File: config.mk
export PLATFORM = sky130hd
export DESIGN_NAME = fact_accel
export DESIGN_NICKNAME = d
export VERILOG_FILES = /design/src/rtl/fact_accel.sv
export SDC_FILE = /design/constraint.sdc
export NUM_CORES = 1
export LEC_CHECK = 0
export ABC_CLOCK_PERIOD_IN_PS = 4400
export BUFFER_PORTS_ARGS = -buffer_cell sky130_fd_sc_hd__buf_4
export CAP_MARGIN = 5
export CORE_MARGIN = 10
export CORE_UTILIZATION = 30
export DETAILED_ROUTE_END_ITERATION = 10
export PLACE_DENSITY = 0.43
export SLEW_MARGIN = 20
export SYNTH_ARGS = -nofsm -noshare
export SYNTH_HDL_FRONTEND = slang
export SYNTH_SLANG_ARGS = --single-unit
File: constraint.sdc
create_clock -name clk -period 4.4 [get_ports clk]
set_clock_uncertainty 0.15 [all_clocks]
set_input_delay 0.88 -clock clk [delete_from_list [all_inputs] [get_ports clk]]
set_output_delay 0.88 -clock clk [all_outputs]
set_load 0.02 [all_outputs]
File: src/rtl/fact_accel.sv
// rtl/fact_accel.sv - memory-mapped iterative factorial accelerator
// Optional completion interrupt and STATUS write-to-clear: FACT_ACCEL_IRQ_EN
module fact_accel #(
    parameter int MAX_N = 12,
    parameter int N_W   = 4
) (
    input  logic        clk,
    input  logic        rst_n,
    input  logic        we,
    input  logic [1:0]  a,
    input  logic [31:0] wd,
    output logic [31:0] rd
`ifdef FACT_ACCEL_IRQ_EN
    ,
    output logic        irq
`endif
);

    typedef enum logic {IDLE, BUSY} state_t;

    localparam logic [N_W-1:0] MAX_N_V = N_W'(MAX_N);
    localparam logic [N_W-1:0] ONE     = N_W'(1);

    state_t         state_q, state_d;
    logic [N_W-1:0] n_q, n_d;
    logic [N_W-1:0] cnt_q, cnt_d;
    logic [31:0]    prod_q, prod_d;
    logic [31:0]    result_q, result_d;
    logic           done_q, done_d;
    logic           err_q, err_d;
    logic [31:0]    prod_mul;
    logic           go_acc;
    logic           busy;

    assign busy     = (state_q == BUSY);
    assign go_acc   = we && (a == 2'd1) && wd[0] && (state_q == IDLE);
    assign prod_mul = prod_q * {{(32-N_W){1'b0}}, cnt_q};

    always_comb begin
        state_d  = state_q;
        n_d      = n_q;
        cnt_d    = cnt_q;
        prod_d   = prod_q;
        result_d = result_q;
        done_d   = done_q;
        err_d    = err_q;

        if (we && (a == 2'd0)) begin
            n_d = wd[N_W-1:0];
        end

`ifdef FACT_ACCEL_IRQ_EN
        // Clear is applied first so a coinciding completion below overrides it.
        if (we && (a == 2'd2)) begin
            done_d = 1'b0;
            err_d  = 1'b0;
        end
`endif

        case (state_q)
            IDLE: begin
                if (go_acc) begin
                    if (n_q <= MAX_N_V) begin
                        cnt_d   = n_q;
                        prod_d  = 32'd1;
                        done_d  = 1'b0;
                        err_d   = 1'b0;
                        state_d = BUSY;
                    end else begin
                        err_d    = 1'b1;
                        done_d   = 1'b1;
                        result_d = 32'd0;
                    end
                end
            end
            BUSY: begin
                if (cnt_q > ONE) begin
                    prod_d = prod_mul;
                    cnt_d  = cnt_q - ONE;
                end else begin
                    result_d = prod_q;
                    done_d   = 1'b1;
                    state_d  = IDLE;
                end
            end
            default: state_d = IDLE;
        endcase
    end

    always_ff @(posedge clk or negedge rst_n) begin
        if (!rst_n) begin
            state_q  <= IDLE;
            n_q      <= '0;
            cnt_q    <= '0;
            prod_q   <= 32'd1;
            result_q <= 32'd0;
            done_q   <= 1'b0;
            err_q    <= 1'b0;
        end else begin
            state_q  <= state_d;
            n_q      <= n_d;
            cnt_q    <= cnt_d;
            prod_q   <= prod_d;
            result_q <= result_d;
            done_q   <= done_d;
            err_q    <= err_d;
        end
    end

`ifdef FACT_ACCEL_IRQ_EN
    logic irq_q, irq_d;

    always_comb begin
        irq_d = done_q;
        if (we && (a == 2'd2)) begin
            irq_d = 1'b0;
        end
    end

    always_ff @(posedge clk or negedge rst_n) begin
        if (!rst_n) begin
            irq_q <= 1'b0;
        end else begin
            irq_q <= irq_d;
        end
    end

    assign irq = irq_q;
`endif

    always_comb begin
        rd = 32'd0;
        case (a)
            2'd0:    rd = {{(32-N_W){1'b0}}, n_q};
            2'd1:    rd = {31'd0, busy};
            2'd2:    rd = {30'd0, err_q, done_q};
            default: rd = result_q;
        endcase
    end

endmodule

### Word level (Yosys, flattened, before mapping)

Cells that the tools add are included.
W data, S select, Z words.

| word-level totals | value |
|---|---|
| register bits | 75 |
| logic and storage cells | 49 |
| bits of input ports | 37 |
| output and inout port bits | 32 |

| cells by class | value |
|---|---|
| $mul | 1 |
| muxes and demuxes | 21 |
| add/sub/neg operators | 1 |
| eq/ne operators | 7 |
| bitwise gates (word level) | 1 |
| reductions and logical operators | 9 |
| magnitude comparators | 2 |

Operator list:

| cell | count |
|---|---|
| $mux W32 | 6 |
| $pmux W32 S2 | 2 |
| $pmux W32 S3 | 1 |
| $mul A32 B4 Y32 | 1 |
| $mux W4 | 3 |
| $pmux W4 S2 | 1 |
| $mux W1 | 6 |
| $ne A2 B2 Y1 const B | 3 |
| $reduce_and A3 Y1 | 2 |
| $gt A4 B1 Y1 const B | 1 |
| $le A4 B4 Y1 const B | 1 |
| $logic_and A1 B1 Y1 | 4 |
| $ne A2 B1 Y1 const B | 2 |
| $pmux W1 S2 | 2 |
| $reduce_and A2 Y1 | 2 |
| $sub A4 B1 Y4 const B | 1 |
| $eq A2 B1 Y1 const B | 1 |
| $eq A2 B2 Y1 const B | 1 |
| $logic_not A2 Y1 | 1 |
| $not A1 Y1 | 1 |

### Depth between registers and ports, before layout

Gate-level depths: netlist of run 1.

| depth | value |
|---|---|
| depth after elaboration | 6 |
| depth in mapped cells | 16 |
| mapped depth without buffers | 13 |

### Least setup slack after synthesis of run 1

OpenSTA, ideal clock, no wires.

| path | value |
|---|---|
| path kind | register to register |
| start | register cnt_q[2] |
| end | register prod_q[26] |
| arrival | 3688 ps |
| path slack | 431 ps |
| cell stages (with the launch flop) | 15 |
| cells stage by stage | dfrtp_1 clkbuf_1 clkbuf_1 nand2_1 fa_1 fa_1 inv_1 fa_1 a211oi_1 nor2_4 o21ai_2 a211oi_2 o21bai_4 nor4_1 or3_1 |

| on the way | value |
|---|---|
| word-level cells in the longest chain between the ends | 3 |

RTL lines:

| element | RTL line | source |
|---|---|---|
| start: declaration | 26 | `logic [N_W-1:0] cnt_q, cnt_d;` |
| start signal: assignment | 102 | `cnt_q <= cnt_d;` |
| $mul A32 B4 Y32 or $gt A4 B1 Y1 (tied branches) | 37, 77 |  |
| $mux W32 or $ne A2 B1 Y1 (tied branches) | n/a |  |
| $pmux W32 S2 or $reduce_and A3 Y1 (tied branches) | n/a |  |
| end signal: assignment | 103 | `prod_q <= prod_d;` |
| end: declaration | 27 | `logic [31:0] prod_q, prod_d;` |

Parallel ways exist; a longest one is shown, timed or not. The select of a mux whose other input is x is not followed.
A chain may end at the register's enable or synchronous reset.

### Worst setup path in the final report of run 1

| path | value |
|---|---|
| start | register cnt_q[3] |
| end | register prod_q[19] |

The elaborated chain is that of the path after synthesis.

==> qor.yml, run 1 <==
outcome:
  outcome: "finished, final reports clean"
cts:
  clk_pin_slew_ns: 0.07
  cts_setup_buffers: 0
  numCtsBuffers: 9
  cts.htree.levels: 3
  cts_tree: "built"
  clock-root-buffer: "clkbuf_16"
  cts_resized: 0
  holdBufCountCts: 0
  clock-sinks: 75
  clock_path_buffers: 2
  clock_latency_ns: 0.35
sta:
  setup_slack_ns: 0.2498
  worst_pin_slew_ns: 0.9808
  rsz0062_at_grt: "false"
  hold_violations: 0
  tns_ns: 0
  relSlewSlack: 0.3461
  drv_slew: 0
  setup_viol: 0
  period_share: 0.9432
  max_freq_mhz: 241.0
  holdWs_ns: 0.3320
  fin_crit_ns: 4.150
global_route:
  grt_max_degree: 66
  grt_use_total: 0.1380
  grt-ovfl-total: 0
  grt_first_pass_wirelength_um: 33930
  antenna_found_initial: 0
  grt_pass1_vias: 6055
floorplanning:
  initial_core_util: 0.3034
  die_area_um2: 30140
  die_x_um: 173.6
  dieHeight_um: 173.6
  rows: 56
  core_um2: 23330
  io-pin-count: 69
pwr:
  power.density_nw_per_um2: 693.1
  leakagePower_uw: 0.004084
  peakVddDrop_v: 0.0002586
detailed_routing:
  vias_per_cell: 4.827
  wl_met2_um: 9425
  drt_iter0_markers: 266
  wl_met1_um: 9803
  ant_nets: 0
  top_layer_used: "met4"
  routed_wl_um: 19970
  wl_per_cell_um: 17.04
  first_pass_iters: 4
  drcViolationCount: 0
  dr_wl_met3_um: 484
  dr_total_vias: 5657
finish:
  syn2layout_area_growth_pct: 16.53
  multi_input_area_um2: 4603
  nets: 976
  antenna_cells: 0
  regArea_um2: 1881
  fillers: 2425
  finalNonFillerCells: 1172
  drive_gt1_frac: 0.1465
synthesis:
  ys_async_sr_fraction: 1.000
  synth_ff_type: "dfrtp_1"
  yosysSeqAreaShare: 0.2653
  syn_inst: 806
  yosys_warnings: 0
  synth_area_um2: 7078
  ys_types: 64
  syn_area_per_cell_um2: 8.782
  synth.ff_latch_count: 75
  synth_nets: 934
  synth_edf_count: 0
setup_path:
  r2r-end: "prod_q[19]"
  cp-endpoint: "prod_q[19]"
  path_max_fanout: 12
  start_kind: "register"
  rrSetupSlack_ns: 0.25
  rr_worst_depth: 14
  cp_data_required_time_ns: 4.49
  endpoint_kind: "register"
  rr_startpoint: "cnt_q[3]"
  critPathKind: "register to register"
  startpoint: "cnt_q[3]"
  critical_path_arrival_ns: 4.24
placed_design:
  dp_slack_ns: 0.1443
  dpl.hpwl_um: 14650
  dp.cells: 1156
  gp_congestion: 0.8100
  io_buffers: 40
job:
  cap_violations: 0
hold_path:
  hold_class: "register to register"
[kinds of logic (layout without fill, tap and decap cells)]
| logic type | count (synthesis) | count (layout) | synth area share |
|---|---|---|---|
| fa+ha+maj | 91 | 91 | 0.2213 |
| mux | 9 | 9 | 0.01556 |
| simple gates | 277 | 277 | 0.2104 |
| buf+inv | 161 | 208 | 0.08874 |
| xor+xnor | 24 | 24 | 0.02970 |
| compound gates | 169 | 169 | 0.1690 |
| flops | 75 | 75 | 0.2653 |
[cells in the mapped netlist, types with 11 or more instances]
library cell,n,area [um^2]
fa_1,57,1141
nor2_1,20,75.07
a22o_1,38,332.8
ha_1,34,425.4
xnor2_1,13,113.9
clkbuf_1,34,127.6
a21oi_1,33,165.2
dfrtp_1,74,1852
nand2_1,86,322.8
inv_1,116,435.4
and3_1,30,187.7
and2_1,89,556.8
o21ai_0,40,200.2
xor2_1,11,96.34
[power breakdown]
| part | switching (uW) | internal (uW) |
|---|---|---|
| clock | 346 | 520 |
| combinational | 2010 | 1500 |
| sequential | 369 | 968 |
[metal layers]
layer	global-route usage	up-vias
met1	0.1859	2816
met5	0	-
met4	0.04239	0
li1	-	2767
met3	0.01612	15
met2	0.2267	59
[sequential cells by signal, summed over array words and instances (netlist names)]
name,count
prod_q,32
result_q,32
cnt_q,4
n_q,4
busy,1
done_q,1
err_q,1
[placed cells by master (no fill, tap or decap), types with 6 or more instances in the layout]
cell,count
a21o_1,6
a21oi_1,33
a22o_1,38
and2_1,89
and3_1,30
buf_4,74
clkbuf_16,9
dfrtp_1,72
fa_1,57
ha_1,34
inv_1,116
mux2_2,6
nand2_1,86
nand3_1,9
nand4_1,9
nor2_1,19
nor3_1,6
o21ai_0,40
xnor2_1,13
xor2_1,11
[how the worst min path moves through the flow]
stage	from	end	cells after the start
after global placement	done_q	done_q	2
after detailed placement	done_q	done_q	2
final	done_q	done_q	2
after global routing	result_q[17]	result_q[17]	1
after floorplan	done_q	done_q	2
after CTS	done_q	done_q	2
[critical path: stages (launching register included)]
cell      delay [ns]
dfrtp_1         0.41
buf_12          0.16
and2_1          0.15
fa_1            0.54
inv_1           0.06
fa_1            0.54
inv_1           0.05
ha_1            0.35
o211ai_1        0.21
o21ai_2         0.13
o311ai_1        0.42
o21a_1          0.21
nor4_1          0.07
or3_1           0.34
a32o_1          0.25
[final cells by class]
cell class	count	area share
repair buffers	76	0.07221
well taps	319	0.04839
clock buffers	10	0.02897
inverters	116	0.05279
clock inverters	6	0.01153
flip-flops and latches	75	0.2280
multi-input cells	570	0.5581
[per-stage QoR]
| step | total power (uW) | util | instance area (um^2) |
|---|---|---|---|
| finish | 5717 | 0.3535 | 8248 |
| global route | 6320 | 0.3535 | 8248 |
| CTS | 5795 | 0.3534 | 8245 |
| detailed placement | 4884 | 0.3391 | 7911 |
| global placement | 4891 | 0.3391 | 7911 |
| floorplan | 3659 | - | 7078 |
Note: power is estimated with default switching activity, not from simulation.
==> run 2, diff against run 1 <==
CORE_MARGIN = 5   (was 10)
CTS_CLUSTER_DIAMETER = 100   (was unset)
==> qor.yml, run 2 (synthesized netlist as in run 1, its figures left out) <==
outcome:
  outcome: "finished, final reports clean"
detailed_routing:
  wl_per_cell_um: 16.73  # -1.8%
  routed_wl_um: 19370  # -3.0%
  first_pass_iters: 7  # +3
  dr_total_vias: 5641  # -0.28%
  drcViolationCount: 0  # unchanged
  vias_per_cell: 4.871  # +0.92%
  drt_iter0_markers: 285  # +7.1%
  ant_nets: 0  # unchanged
global_route:
  grt_use_total: 0.1536  # +0.01556
  grt_max_degree: 61  # -7.6%
  grt_pass1_vias: 5910  # -2.4%
  antenna_found_initial: 0  # unchanged
  grt_first_pass_wirelength_um: 32650  # -3.8%
  grt-ovfl-total: 0  # unchanged
hold_path:
  worstHoldPathCells: 2  # unchanged
  hold_class: "register to register"
setup_path:
  path_max_fanout: 11  # -1
  critPathKind: "register to register"
  start_kind: "register"
  cp_top_family: "adder cells"
  cp_data_required_time_ns: 4.47  # -0.02 ns
  rr_worst_depth: 14  # unchanged
  cp.depth: 14  # unchanged
  endpoint_kind: "register"
  crit_chain: "buf_12 > and2_1 > fa_1 > inv_1 > fa_1 > inv_1 > ha_1 > nand2_1 > or4b_4 > o21ai_2 > a211oi_2 > o21bai_4 > nor4_1 > or3_1"
  slowest_stage: "fa_1"
  crit_buf_inv: 3  # unchanged
  max_stage_delay_ns: 0.54  # about the same
  critical_path_arrival_ns: 4.23  # about the same
pwr:
  power_uw: 5588  # -2.3%
  leakagePower_uw: 0.004023  # -1.5%
  peakVddDrop_v: 0.0002034  # -21%
  power.density_nw_per_um2: 683.7  # -1.4%
finish:
  syn2layout_area_growth_pct: 15.47
  final_common_cell: "inv_1"
  nets: 962  # -1.4%
  drive_gt1_frac: 0.1323  # -0.01424
  antenna_cells: 0  # unchanged
  final_cell_mix: "116 x inv_1, 89 x and2_1, 86 x nand2_1, 73 x dfrtp_1, 58 x buf_4"
  fin_util: 0.3503  # -0.003217
  reg_top3: "prod_q: 32 flops, result_q: 32 flops"
floorplanning:
  initial_core_util: 0.3034  # unchanged
  core_um2: 23330  # unchanged
  io-pin-count: 69  # unchanged
  die_x_um: 163.6  # -5.8%
  dieHeight_um: 163.6  # -5.8%
  die_area_um2: 26770  # -11%
  rows: 56  # unchanged
cts:
  clock-root-buffer: "clkbuf_16"
  cts_setup_buffers: 0  # unchanged
  clock_path_buffers: 2  # unchanged
  cts_tree: "built"
  clk_pin_slew_ns: 0.07  # about the same
  numCtsBuffers: 9  # unchanged
  clock_latency_ns: 0.35  # about the same
  cts.htree.levels: 3  # unchanged
  clock-sinks: 75  # unchanged
job:
  cap_violations: 0  # unchanged
placed_design:
  io_buffers: 40  # unchanged
  dp_slack_ns: 0.1163  # -0.02798 ns
  gp_congestion: 0.8208  # +1.3%
  dpl.hpwl_um: 14260  # -2.7%
sta:
  relSlewSlack: 0.3821  # +0.03600
  hold_violations: 0  # unchanged
  drv_slew: 0  # unchanged
  setup_slack_ns: 0.2398  # -0.009989 ns
  tns_ns: 0  # unchanged
  fin_crit_ns: 4.160  # +0.009989 ns
  rsz0062_at_grt: "false"
  setup_viol: 0  # unchanged
  period_share: 0.9455  # +0.002270
  max_freq_mhz: 240.4  # -0.24%
  worst_pin_slew_ns: 0.9268  # -0.05400 ns
==> run 2: worst min-delay path, stage by stage, from the launching register on <==
cell and delay (ns):
dfrtp_1 0.34, nand2_1 0.05, nand2_1 0.06
==> run 2: final cells by class <==
type / count / area, um^2
timing repair buffer: 62 / 515.5
clock inverter: 6 / 96.34
multi-input combinational: 570 / 4608
clock buffer: 10 / 239.0
tap: 319 / 399.1
fill: 2434 / 15160
inverter: 116 / 435.4
sequential: 75 / 1879
==> run 2: power breakdown <==
part	internal (uW)	switching, uW
registers	967	367
clock network	521	355
logic	1410	1970
==> run 2: final timing paths <==
check | endpoint | slack [ns] | startpoint
setup / recovery | prod_q[26] | 0.24 | cnt_q[3]
hold / removal | done_q | 0.33 | done_q
setup reg to reg | prod_q[26] | 0.24 | cnt_q[3]
hold reg to reg | done_q | 0.33 | done_q
max in group asynchronous | result_q[30] | 2.81 | rst_n
min in group asynchronous | prod_q[16] | 0.49 | rst_n
==> run 2: timing repair <==
item / in CTS / in global routing
hold endpoints to repair: 0 / 0
endpoints found under the setup margin: 0 / 10
hold buffers: 0 / 0
resized for setup: 0 / 2
==> run 2: metal layers <==
| layer | global-route usage | routed length [um] | up-vias |
|---|---|---|---|
| met5 | 0 | 0 | - |
| met2 | 0.2523 | 9057 | 69 |
| met4 | 0.04003 | 272 | 0 |
| li1 | - | - | 2735 |
| met3 | 0.01615 | 497 | 15 |
| met1 | 0.2162 | 9541 | 2822 |
==> run 2: through the flow <==
stage | hold slack [ns] | instances | area [um^2]
6_report | 0.3347 | 1158 | 8173
5_1_grt | 0.3537 | 1158 | 8173
4_1_cts | 0.3488 | 1158 | 8167
3_5_place_dp | 0.3294 | 1142 | 7831
3_3_place_gp | 0.3106 | 1142 | 7831
2_1_floorplan | 0.2916 | 806 | 7078
